[src/rtl/muldiv_pkg.sv]
// Shared definitions for the iterative multiply/divide unit.
// Holds the op and state encodings and the divide-by-zero quotient.
package muldiv_pkg;

    localparam logic [1:0] MD_MULT  = 2'b00;
    localparam logic [1:0] MD_MULTU = 2'b01;
    localparam logic [1:0] MD_DIV   = 2'b10;
    localparam logic [1:0] MD_DIVU  = 2'b11;

    typedef enum logic [1:0] {
        IDLE = 2'b00,
        CALC = 2'b01,
        FIX  = 2'b10,
        DONE = 2'b11
    } state_t;

    // Quotient reported on divide by zero, sliced to the operand width.
    localparam logic [63:0] DIVZ_QUOT = '1;

endpackage

[src/rtl/muldiv_negate.sv]
// Conditional two's-complement negate, width-generic.
// Used for the product, the quotient and the remainder sign fix-up.
module muldiv_negate #(
    parameter int WIDTH = 32
) (
    input  logic [WIDTH-1:0] value,
    input  logic             neg,
    output logic [WIDTH-1:0] result
);

    localparam logic [WIDTH-1:0] ONE = WIDTH'(1);

    assign result = neg ? (~value + ONE) : value;

endmodule

[src/rtl/muldiv_unit.sv]
// Iterative mult/multu/div/divu engine with start/busy/done handshake.
// One bit per cycle in CALC, sign fix-up in FIX, result pulse in DONE.
module muldiv_unit
    import muldiv_pkg::*;
#(
    parameter int WIDTH = 32
) (
    input  logic             clk,
    input  logic             rst,
    input  logic             start,
    input  logic [1:0]       op,
    input  logic [WIDTH-1:0] opa,
    input  logic [WIDTH-1:0] opb,
    input  logic             cancel,
    output logic             busy,
    output logic             done,
    output logic [WIDTH-1:0] hi,
    output logic [WIDTH-1:0] lo,
    output logic             div_zero
);

    localparam int CW = $clog2(WIDTH + 1);
    localparam logic [WIDTH-1:0] ONE = WIDTH'(1);
    localparam logic [CW-1:0] LAST = CW'(WIDTH - 1);

    state_t state;
    state_t state_nxt;

    logic [CW-1:0]      cnt;
    logic [2*WIDTH-1:0] acc;
    logic [WIDTH-1:0]   rem;
    logic [WIDTH-1:0]   opnd;
    logic [WIDTH-1:0]   opa_raw;
    logic               is_div;
    logic               neg_pq;
    logic               neg_r;
    logic               divz;

    logic               accept;
    logic               in_div;
    logic               in_signed;
    logic               sa;
    logic               sb;
    logic [WIDTH-1:0]   a_mag;
    logic [WIDTH-1:0]   b_mag;
    logic [WIDTH:0]     sum;
    logic [WIDTH:0]     shifted;
    logic [WIDTH:0]     diff;
    logic [2*WIDTH-1:0] prod_fix;
    logic [WIDTH-1:0]   quot_fix;
    logic [WIDTH-1:0]   rem_fix;

    assign accept    = start && !cancel
                     && (state == IDLE || state == DONE);
    assign in_div    = (op == MD_DIV) || (op == MD_DIVU);
    assign in_signed = (op == MD_MULT) || (op == MD_DIV);
    assign sa        = in_signed && opa[WIDTH-1];
    assign sb        = in_signed && opb[WIDTH-1];
    assign a_mag     = sa ? (~opa + ONE) : opa;
    assign b_mag     = sb ? (~opb + ONE) : opb;

    // Multiply step: add multiplicand when the low multiplier bit is set.
    assign sum = {1'b0, acc[2*WIDTH-1:WIDTH]}
               + (acc[0] ? {1'b0, opnd} : {(WIDTH+1){1'b0}});

    // Divide step: shift in next dividend bit and trial-subtract divisor.
    assign shifted = {rem, acc[WIDTH-1]};
    assign diff    = shifted - {1'b0, opnd};

    assign busy = (state == CALC) || (state == FIX);
    assign done = (state == DONE);

    muldiv_negate #(.WIDTH(2*WIDTH)) u_neg_prod (
        .value  (acc),
        .neg    (neg_pq),
        .result (prod_fix)
    );

    muldiv_negate #(.WIDTH(WIDTH)) u_neg_quot (
        .value  (acc[WIDTH-1:0]),
        .neg    (neg_pq),
        .result (quot_fix)
    );

    muldiv_negate #(.WIDTH(WIDTH)) u_neg_rem (
        .value  (rem),
        .neg    (neg_r),
        .result (rem_fix)
    );

    // State register.
    always_ff @(posedge clk) begin
        if (!rst) begin
            state <= IDLE;
        end else begin
            state <= state_nxt;
        end
    end

    // Next-state logic; cancel while busy returns to IDLE.
    always_comb begin
        state_nxt = state;
        unique case (state)
            IDLE: if (accept) state_nxt = CALC;
            CALC: begin
                if (cancel) state_nxt = IDLE;
                else if (cnt == LAST) state_nxt = FIX;
            end
            FIX:  state_nxt = cancel ? IDLE : DONE;
            DONE: state_nxt = accept ? CALC : IDLE;
            default: state_nxt = IDLE;
        endcase
    end

    // Operand capture at acceptance and one iteration per CALC cycle.
    always_ff @(posedge clk) begin
        if (!rst) begin
            cnt     <= '0;
            acc     <= '0;
            rem     <= '0;
            opnd    <= '0;
            opa_raw <= '0;
            is_div  <= 1'b0;
            neg_pq  <= 1'b0;
            neg_r   <= 1'b0;
            divz    <= 1'b0;
        end else if (accept) begin
            cnt     <= '0;
            rem     <= '0;
            opa_raw <= opa;
            is_div  <= in_div;
            neg_pq  <= sa ^ sb;
            neg_r   <= sa;
            divz    <= (opb == '0);
            opnd    <= in_div ? b_mag : a_mag;
            acc     <= {{WIDTH{1'b0}}, (in_div ? a_mag : b_mag)};
        end else if (state == CALC) begin
            cnt <= cnt + CW'(1);
            if (is_div) begin
                if (!diff[WIDTH]) begin
                    rem             <= diff[WIDTH-1:0];
                    acc[WIDTH-1:0]  <= {acc[WIDTH-2:0], 1'b1};
                end else begin
                    rem             <= shifted[WIDTH-1:0];
                    acc[WIDTH-1:0]  <= {acc[WIDTH-2:0], 1'b0};
                end
            end else begin
                acc <= {sum, acc[WIDTH-1:1]};
            end
        end
    end

    // Result registers update only on the edge entering DONE.
    always_ff @(posedge clk) begin
        if (!rst) begin
            hi       <= '0;
            lo       <= '0;
            div_zero <= 1'b0;
        end else if (state == FIX && !cancel) begin
            if (!is_div) begin
                hi       <= prod_fix[2*WIDTH-1:WIDTH];
                lo       <= prod_fix[WIDTH-1:0];
                div_zero <= 1'b0;
            end else if (divz) begin
                hi       <= opa_raw;
                lo       <= DIVZ_QUOT[WIDTH-1:0];
                div_zero <= 1'b1;
            end else begin
                hi       <= rem_fix;
                lo       <= quot_fix;
                div_zero <= 1'b0;
            end
        end
    end

endmodule

[config.mk]
export PLATFORM = sky130hd
export DESIGN_NAME = muldiv_unit
export DESIGN_NICKNAME = d
export VERILOG_FILES = /design/src/rtl/muldiv_pkg.sv /design/src/rtl/muldiv_negate.sv /design/src/rtl/muldiv_unit.sv
export SDC_FILE = /design/constraint.sdc
export NUM_CORES = 1
export LEC_CHECK = 0
export CAP_MARGIN = 20
export CORE_UTILIZATION = 55
export CTS_CLUSTER_DIAMETER = 40
export DETAILED_ROUTE_END_ITERATION = 7
export PLACE_DENSITY_LB_ADDON = 0.1
export SLEW_MARGIN = 5
export SYNTH_ARGS = -nofsm -noshare
export SYNTH_HDL_FRONTEND = slang
export SYNTH_HIERARCHICAL = 1
export SYNTH_SLANG_ARGS = --single-unit
[constraint.sdc]
create_clock -name clk -period 2.9 [get_ports clk]
set_input_delay 0.58 -clock clk [delete_from_list [all_inputs] [get_ports clk]]
set_output_delay 0.58 -clock clk [all_outputs]
set_load 0.05 [all_outputs]
==> impl_results.md <==
- Final period utilization: 1.038
- Worst-path cell chain: inv_2 > ha_4 > fa_2 > nor2b_4 > o31a_1 > o211ai_2 > a31oi_4 > a311o_1 > a21oi_4 > xnor2_4 > buf_12 > buf_12 > or4_1 > nand3_1
- Maximum vdd drop: 0.4673 mV
- CP required: ~3.4 ns
- Port bufs: approximately 140
- Stages on worst setup path: 14
- Worst R2R Start: acc[31]
- Tmin final: about 3 ns
- Highest net fanout along the worst path: 8
- Global Route Usage Sum: 0.4037
- Static Leak: 0.009616 uW
- CTS tree: built
- Crit-path leading delay family: compound AO/OA/AOI/OAI gates
- Gpl congestion: a little over 1
- Clock Path Buffers: 3
- Fin. max-slew vios: 0
- Initial antenna violation count: 7
- Via density: ~6.3
- Worst R2R Path Depth: 14
- Core box area: about 33,000 sq um
- Die H: approximately 190 um
- Die width: 186.0 um
- Setup Skew: approximately 0.036 ns
- Io pins: between 100 and 150
- Cell variety after synth: a little under 100
- Achievable frequency: around 0.33 GHz
- Die area: 34,590 sq um
- Clock network power share: 0.356
- Logic pwr share: 0.384
- CTS Buf Count: 42
- Critical path capture point: rem[0]
- Detailed Route Iter0 Violations: approximately 2,200
- Finished Cell Area: 24,710 sq um
- Most numerous cell in the Yosys netlist: nand2_1
- Clock slew at reported path FFs: ~0.060 ns
- Dpl hpwl: between 50,000 and 60,000 um
- Finished Core Util: 0.7388
- Post-layout worst setup margin: -0.1104 ns
- Synth async-reset ratio: 0
- Largest net degree at the start of global routing: about 110
- Status: finished with violations
- Net load switching power: 5223 uW
- Filler cells: around 2,600
- Initial Util: 0.5566
- Post-route ant nets: 0
- Post-synthesis cell count: 2,390
- WP buf/inv: 3
- Clock Latency Late Sink: approximately 0.57 ns
- R2R setup slack: -0.11 ns
- Seq/Total Area, Yosys: 0.2549
- Synth Flop Type: dfxtp_1
- CP max-delay cell: or4_1
- Pwr Density: roughly 580 nW/um^2
- Kind of critical path: register to register
- Setup TNS Final: -0.7631 ns
- Max stage delay on crit path: around 0.4 ns
- Worst reg2reg endpoint: rem[0]
- Synth top area cells: dfxtp_1 (25%), xnor2_1 (8.8%), a21oi_1 (6.6%)
- Commonest cells post-synth: nand2_1 (255), a21oi_1 (247), dfxtp_1 (237)
- CP arrival: about 3.5 ns
- Share of post-route cells with drive strength above 1: 0.2149
- GRT overflow: 0
- Nets@finish: 2,923
- Final hold viol count: 0
- Sequential power share: 0.259
- Synth Warn #: 6
- Max_cap viols: 0
- CTS sink count: approximately 240
- Switching share of power: 0.3660
- Post-synth EDFFs: 0
- P_int: ~9000 uW
- CTS root buf: clkbuf_16
- # hold bufs at CTS: 0
- Failing checks: negative setup slack
- # DRC: 0
- First-pass GRT wire length: between 100,000 and 150,000 um
- Synth top area share: 0.2549
- Endpoints failing setup: 15
- #FFs+latches synth: around 240
- DR pass1 iterations: 6
- Number of global-route vias before repair: 18,340
- # rows: 67
- Drt total wl: 71,340 um
- Critical Path Sink Type: register
- Syn Std Cell Area: between 15,000 and 20,000 sq um
- Post-synth top area cell: dfxtp_1
- H-tree levels: 2
- CP Launch Type: register
- RSZ-0062 raised after global routing: yes
- Max transition margin: 0.4969
- Placed Area: ~23,000 sq um
- Critical Path Source: acc[31]
- Most common cell on crit path: buf_12
- Avg WL per Cell: between 20 and 25 um
- Worst-margin pin slew: approximately 0.75 ns
- Routed vias: slightly above 20,000
- Syn nets: 2,537
- Mean Syn Cell Area: roughly 7.8 sq um
- Synth-to-Final Area Change: 32.74%
- Hold/Removal Path Class: primary input to register
## registers in the layout, indices dropped and copies added (netlist names)
register	count
cnt	6
neg_pq	1
div_zero	1
opa_raw	32
state	2
neg_r	1
rem	32
lo	32
acc	64
opnd	32
divz	1
is_div	1
hi	32
## final cells by class
class / instances / area [sq um] / share of cell area
Clock inverter: 23 / 276.5 / 0.01119
Tap cell: 448 / 560.5 / 0.02268
Timing Repair Buffer: 502 / 4285 / 0.1734
Inverter: 68 / 256.5 / 0.01038
Sequential cell: 237 / 4770 / 0.1930
Antenna cell: 4 / 10.01 / 0.0004051
Multi-Input combinational cell: 1925 / 13400 / 0.5421
Clock buffer: 51 / 1156 / 0.04678
## routing by layer
layer | routed length, um | up-vias | track usage
met5 | 27 | - | 0
met4 | 3721 | 4 | 0.2059
met3 | 6712 | 169 | 0.06515
met2 | 30170 | 1111 | 0.5997
met1 | 30710 | 9770 | 0.5597
li1 | - | 9484 | -
## how the worst min path moves through the flow
stage / from / endpoint / slack [ns] / cells past startpoint
final: rst / hi[31] / 0.43 / 2
after global routing: rst / hi[31] / 0.43 / 2
after CTS: rst / hi[31] / 0.41 / 2
after detailed placement: lo[4] / lo[4] / 0.44 / 2
after global placement: lo[20] / lo[20] / 0.44 / 2
after floorplan: opa_raw[0] / opa_raw[0] / 0.44 / 2
## what timing repair did
action / 4_1_cts / 5_1_grt
buffers inserted: 5 / 11
resized for setup: 53 / 58
pin swaps: 17 / 32
endpoints found under the setup margin: 49 / 63
cloned: 2 / 0
## cells in the final DEF (no fill, tap or decap), drive strengths merged, types with 21 or more instances in the layout
cell,n
buf,368
xor2,47
o221ai,41
nor2b,22
a211oi,75
nor2,199
nand2b,21
nor4,26
clkbuf,51
a21oi,248
nor3,34
dfxtp,237
o31ai,55
nand2,255
o21ai,143
xnor2,189
mux2i,93
inv,73
nand3,58
a21o,28
o41ai,34
clkdlybuf4s50,134
or4,26
ha,75
and2,42
## stage by stage
step	worst slack [ns]	total power [uW]	hold slack [ns]	std cells
floorplan	0.01764	6783	0.4360	2390
global placement	-0.3418	8613	0.4383	3161
detailed placement	-0.4021	8703	0.4444	3161
CTS	-0.1103	13930	0.4074	3242
global route	-0.2093	14780	0.4329	3255
finish	-0.1104	14270	0.4295	3258
## power groups by stage
stage	registers, uW	logic, uW	clock network, uW
after floorplan	3840	2940	0
after global placement	3740	4870	0
after detailed placement	3740	4960	0
after CTS	3680	5150	5100
after global routing	3710	5820	5250
final	3700	5480	5080
## cell families after synthesis
family,count (synthesis),synth area share
xor gates and xnor gates,236,0.1114
and+or+nand+nor,763,0.2094
adders and majority gates,77,0.05256
buffers and inverters,228,0.05182
AOI/OAI and AO/OA,755,0.2693
muxes,94,0.05061
DFF,237,0.2549
No activity file was read; power rests on OpenSTA's default activity.
